### src/rtl/wshb_arbiter_2.sv
// wshb_arbiter_2: two-master round-robin Wishbone arbiter with a per-grant ack quantum.
// Define WSHB_ARB_URGENT_EN to add m0_urgent_i, which lets M0 preempt M1 on M1's next ack.
module wshb_arbiter_2 #(
    parameter int ADDR_W  = 32,
    parameter int DATA_W  = 32,
    parameter int QUANTUM = 64
) (
    input  logic                clk,
    input  logic                rst_n,
    input  logic                m0_cyc_i,
    input  logic                m0_stb_i,
    input  logic                m0_we_i,
    input  logic [ADDR_W-1:0]   m0_adr_i,
    input  logic [DATA_W-1:0]   m0_dat_ms_i,
    input  logic [DATA_W/8-1:0] m0_sel_i,
    output logic                m0_ack_o,
    output logic [DATA_W-1:0]   m0_dat_sm_o,
    input  logic                m1_cyc_i,
    input  logic                m1_stb_i,
    input  logic                m1_we_i,
    input  logic [ADDR_W-1:0]   m1_adr_i,
    input  logic [DATA_W-1:0]   m1_dat_ms_i,
    input  logic [DATA_W/8-1:0] m1_sel_i,
    output logic                m1_ack_o,
    output logic [DATA_W-1:0]   m1_dat_sm_o,
    output logic                s_cyc_o,
    output logic                s_stb_o,
    output logic                s_we_o,
    output logic [ADDR_W-1:0]   s_adr_o,
    output logic [DATA_W-1:0]   s_dat_ms_o,
    output logic [DATA_W/8-1:0] s_sel_o,
    input  logic                s_ack_i,
`ifdef WSHB_ARB_URGENT_EN
    input  logic                m0_urgent_i,
`endif
    input  logic [DATA_W-1:0]   s_dat_sm_i
);
    localparam int QW = $clog2(QUANTUM + 1);
    localparam logic [QW-1:0] QMAX = QW'(QUANTUM - 1);

    typedef enum logic [1:0] {IDLE, GNT0, GNT1} state_t;

    state_t          state_q;
    state_t          other;
    logic            last_q;
    logic [QW-1:0]   qcnt_q;
    logic            g0, g1, cur_cyc, oth_cyc, urgent, handoff;

    assign g0      = state_q == GNT0;
    assign g1      = state_q == GNT1;
    assign other   = g1 ? GNT0 : GNT1;
    assign cur_cyc = g1 ? m1_cyc_i : m0_cyc_i;
    assign oth_cyc = g1 ? m0_cyc_i : m1_cyc_i;
`ifdef WSHB_ARB_URGENT_EN
    assign urgent  = m0_urgent_i;
`else
    assign urgent  = 1'b0;
`endif
    // Hand over only on an ack, so the transfer in flight always completes to its owner
    assign handoff = s_ack_i && oth_cyc && (qcnt_q == QMAX || (g1 && urgent));

    assign s_cyc_o     = (g0 && m0_cyc_i) || (g1 && m1_cyc_i);
    assign s_stb_o     = (g0 && m0_stb_i) || (g1 && m1_stb_i);
    assign s_we_o      = (g0 && m0_we_i) || (g1 && m1_we_i);
    assign s_adr_o     = g0 ? m0_adr_i : g1 ? m1_adr_i : '0;
    assign s_dat_ms_o  = g0 ? m0_dat_ms_i : g1 ? m1_dat_ms_i : '0;
    assign s_sel_o     = g0 ? m0_sel_i : g1 ? m1_sel_i : '0;
    assign m0_ack_o    = g0 && s_ack_i;
    assign m1_ack_o    = g1 && s_ack_i;
    assign m0_dat_sm_o = g0 ? s_dat_sm_i : '0;
    assign m1_dat_sm_o = g1 ? s_dat_sm_i : '0;

    always_ff @(posedge clk or negedge rst_n) begin
        if (!rst_n) begin
            state_q <= IDLE;
            last_q  <= 1'b1;
            qcnt_q  <= '0;
        end else if (state_q == IDLE) begin
            qcnt_q <= '0;
            if (m0_cyc_i && (!m1_cyc_i || last_q || urgent))
                state_q <= GNT0;
            else if (m1_cyc_i)
                state_q <= GNT1;
        end else if (!cur_cyc || handoff) begin
            state_q <= oth_cyc ? other : IDLE;
            last_q  <= g1;
            qcnt_q  <= '0;
        end else if (s_ack_i && qcnt_q != QMAX) begin
            qcnt_q <= qcnt_q + 1'b1;
        end
    end
endmodule

### config.mk
export PLATFORM = sky130hd
export DESIGN_NAME = wshb_arbiter_2
export DESIGN_NICKNAME = d
export VERILOG_FILES = /design/src/rtl/wshb_arbiter_2.sv
export SDC_FILE = /design/constraint.sdc
export NUM_CORES = 1
export LEC_CHECK = 0
export ABC_AREA = 1
export CAP_MARGIN = 25
export CORE_AREA = 5 5 120 122
export DETAILED_ROUTE_END_ITERATION = 8
export DIE_AREA = 0 0 125 127
export GPL_TIMING_DRIVEN = 0
export PLACE_DENSITY_LB_ADDON = 0.1
export SLEW_MARGIN = 15
export SYNTH_ARGS = -nofsm -noshare
export SYNTH_HDL_FRONTEND = slang
export SYNTH_SLANG_ARGS = --single-unit
### constraint.sdc
create_clock -name clk -period 2.5 [get_ports clk]
set_input_delay 0.625 -clock clk [delete_from_list [all_inputs] [get_ports clk]]
set_output_delay 0.625 -clock clk [all_outputs]
set_load 0.02 [all_outputs]
==> results.py <==
metrics = {
    "timing": {
        "hold_viol_final": 0,
        "tns_ns": 0,
        "timing.hold.ws_ns": 0.485,
        "post-route-worst-setup-slack_ns": 0.0936,
        "maxSlewViolCount": 0,
        "setup_viol": 0,
        "slew_headroom_pct": 69.2,
        "rsz0062_at_grt": "no",
        "max_freq_mhz": 416,
        "finClkSkew_ns": 0.00377,
        "tightestPinTransition_ns": 0.461,
        "finalCriticalPeriod_ns": 2.41,
        "finalCritPeriodShare_pct": 96.3,
    },
    "power": {
        "power_mw": 4.04,
        "ir_drop_mv": 0.326,
        "power_density_nw_per_um2": 759,
        "p_leak_nw": 3.05,
    },
    "grt": {
        "grt_max_degree": 11,
        "gr-total-overflow": 0,
        "grt_first_pass_wirelength_mm": 21.4,
        "antenna_found_initial": 0,
        "grt_use_total_pct": 16.6,
        "grt_pass1_vias": 3891,
    },
    "setup_path": {
        "critPathMaxStageDelay_ns": 0.56,
        "path_class": "primary input to primary output",
        "arrival_ns": 1.78,
        "slowest_stage": "clkdlybuf4s50_1",
        "start_kind": "primary input",
        "worst-path-max-fanout": 5,
        "end_kind": "primary output",
        "critPathRequiredTime_ns": 1.88,
        "path_cells": "clkdlybuf4s50_1 > inv_1 > nor2_1 > dlygate4sd2_1",
    },
    "clock_network": {
        "cts_setup_buffers": 0,
        "cts_root_buf": "clkbuf_16",
        "h-tree-depth": 1,
        "cts_tree": "yes",
        "hold_buffers": 0,
        "numCtsBuffers": 3,
        "clockBufferDepth": 2,
        "clk_latency_ns": 0.24,
        "clock-sinks": 10,
        "clk_pin_slew_ns": 0.04,
    },
    "synthesis": {
        "async_flop_share_pct": 100,
        "ys_types": 22,
        "ys_seq_elements": 10,
        "synth_nets": 603,
        "yosys_warnings": 0,
        "synth_ff_type": "dfrtp_1",
        "synth_edf_count": 0,
        "synth_cells": 425,
        "synth_area_leaders": "nand2_1 (31%), nand3_1 (19%), nor2_1 (14%)",
        "synth_area_per_cell_um2": 4.70,
        "syn-cell-area_um2": 2000,
        "seq_area_frac_synth_pct": 12.6,
        "yosysTopAreaCellShare_pct": 30.6,
        "synth_area_leader_cell": "nand2_1",
    },
    "outcome": {
        "status": "completed",
    },
    "floorplanning": {
        "start_util_pct": 15.3,
        "fp.dieH_um": 127,
        "die_area_um2": 15900,
        "core_area_um2": 13100,
        "pin_count": 314,
        "num_rows": 42,
        "chipWidth_um": 125,
    },
    "placement": {
        "place_area_um2": 5350,
        "place_ws_ns": -0.183,
        "dp_hpwl_mm": 12.3,
        "routabilityCongestion": 0.889,
        "numPortBuffers": 313,
    },
    "final_layout": {
        "fin_nets": 921,
        "stdcell_area_um2": 5320,
        "final_common_cell": "clkdlybuf4s50_1",
        "mostFrequentLayoutCells": "clkdlybuf4s50_1 (176), nand2_1 (162), dlygate4sd2_1 (112)",
        "drive_gt1_share_pct": 6.74,
        "area_growth_pct": 166,
        "diodes": 0,
    },
    "worst_hold_path": {
        "hp-class": "flop to flop",
    },
    "job": {
        "drv_cap": 0,
    },
    "detailed_routing": {
        "drc": 0,
        "postRouteAntennaNets": 0,
        "routed-via-count": 3767,
        "drt-total-wl_mm": 14.3,
        "drt-initial-drc-count": 154,
        "wl_per_cell_um": 15.5,
        "vias_per_cell": 4.10,
        "firstDrtPassIters": 4,
    },
}
-- synth_stat cells (2+ instances only) --
cell,count
nand2_1,163
nor3_1,5
nand3_1,76
inv_2,2
o21ai_0,6
clkbuf_1,20
inv_4,2
nor2_1,76
nand4_1,2
inv_1,45
a21oi_1,2
dfrtp_1,9
nor3_2,2
buf_2,7
-- worst paths after layout --
check	start	endpoint	slack, ns	cells after the start
min	last_q$_DFFE_PN1P_	last_q$_DFFE_PN1P_	0.48	2
min in group asynchronous	rst_n	qcnt_q[3]$_DFFE_PN0P_	0.71	1
max reg2reg	state_q[0]$_DFFE_PN0P_	state_q[0]$_DFFE_PN0P_	1.02	10
max in group asynchronous	rst_n	last_q$_DFFE_PN1P_	1.44	1
max	s_ack_i	m1_ack_o	0.09	4
min reg2reg	last_q$_DFFE_PN1P_	last_q$_DFFE_PN1P_	0.48	2
-- worst max-delay path, delay by kind of cell --
kind,cells,cell delay (ns)
AND/OR/NAND/NOR,1,0.11
buffers and inverters,3,1.03
-- flip-flops by register name, summed over array words and instances, names as in the netlist --
name,count
state_q,2
last_q,1
qcnt_q,7
-- routing by layer --
metal	wire length, um	global-route usage [%]	vias up
met5	0	0	-
met4	202	3.06	0
met3	1450	5.84	10
met2	7130	30.5	209
met1	5470	18.8	1612
li1	-	-	1936
-- power by group --
group	internal (mW)	leakage, nW	switching, mW
logic	1.31	2.88	2.23
clock network	0.213	0.0382	0.0714
registers	0.191	0.133	0.0243
-- stage by stage --
| stage | utilization, % | std cells |
|---|---|---|
| 5_1_grt | 40.7 | 918 |
| 4_1_cts | 40.7 | 918 |
| 2_1_floorplan | - | 425 |
| 6_report | 40.7 | 918 |
| 3_5_place_dp | 40.9 | 914 |
| 3_3_place_gp | 40.9 | 914 |
-- area by class of cell --
class / instances / area [um2]
plain buffers: 28 / 153
clock buffers: 4 / 78.8
fillers: 1403 / 7760
inverters: 49 / 194
multi-input cells: 338 / 1440
flip-flops and latches: 10 / 251
well taps: 176 / 220
repair buffers: 313 / 2980
-- cell families (layout without fill, tap and decap cells) --
group                      after synthesis  count (layout)  share of synthesized area [%]
and+or+nand+nor                        327             327                           68.6
buffers and inverters                   77             394                           15.3
AOI/OAI and AO/OA                       10              10                           2.88
DFF                                     10              10                           12.6
adders and majority gates                1               1                          0.626
-- timing repair --
| action | 4_1_cts | 5_1_grt |
|---|---|---|
| endpoints found under the hold margin | 0 | 0 |
| resized for setup | 172 | 23 |
| endpoints found under the setup margin | 135 | 42 |
Note: power is estimated with default switching activity, not from simulation.
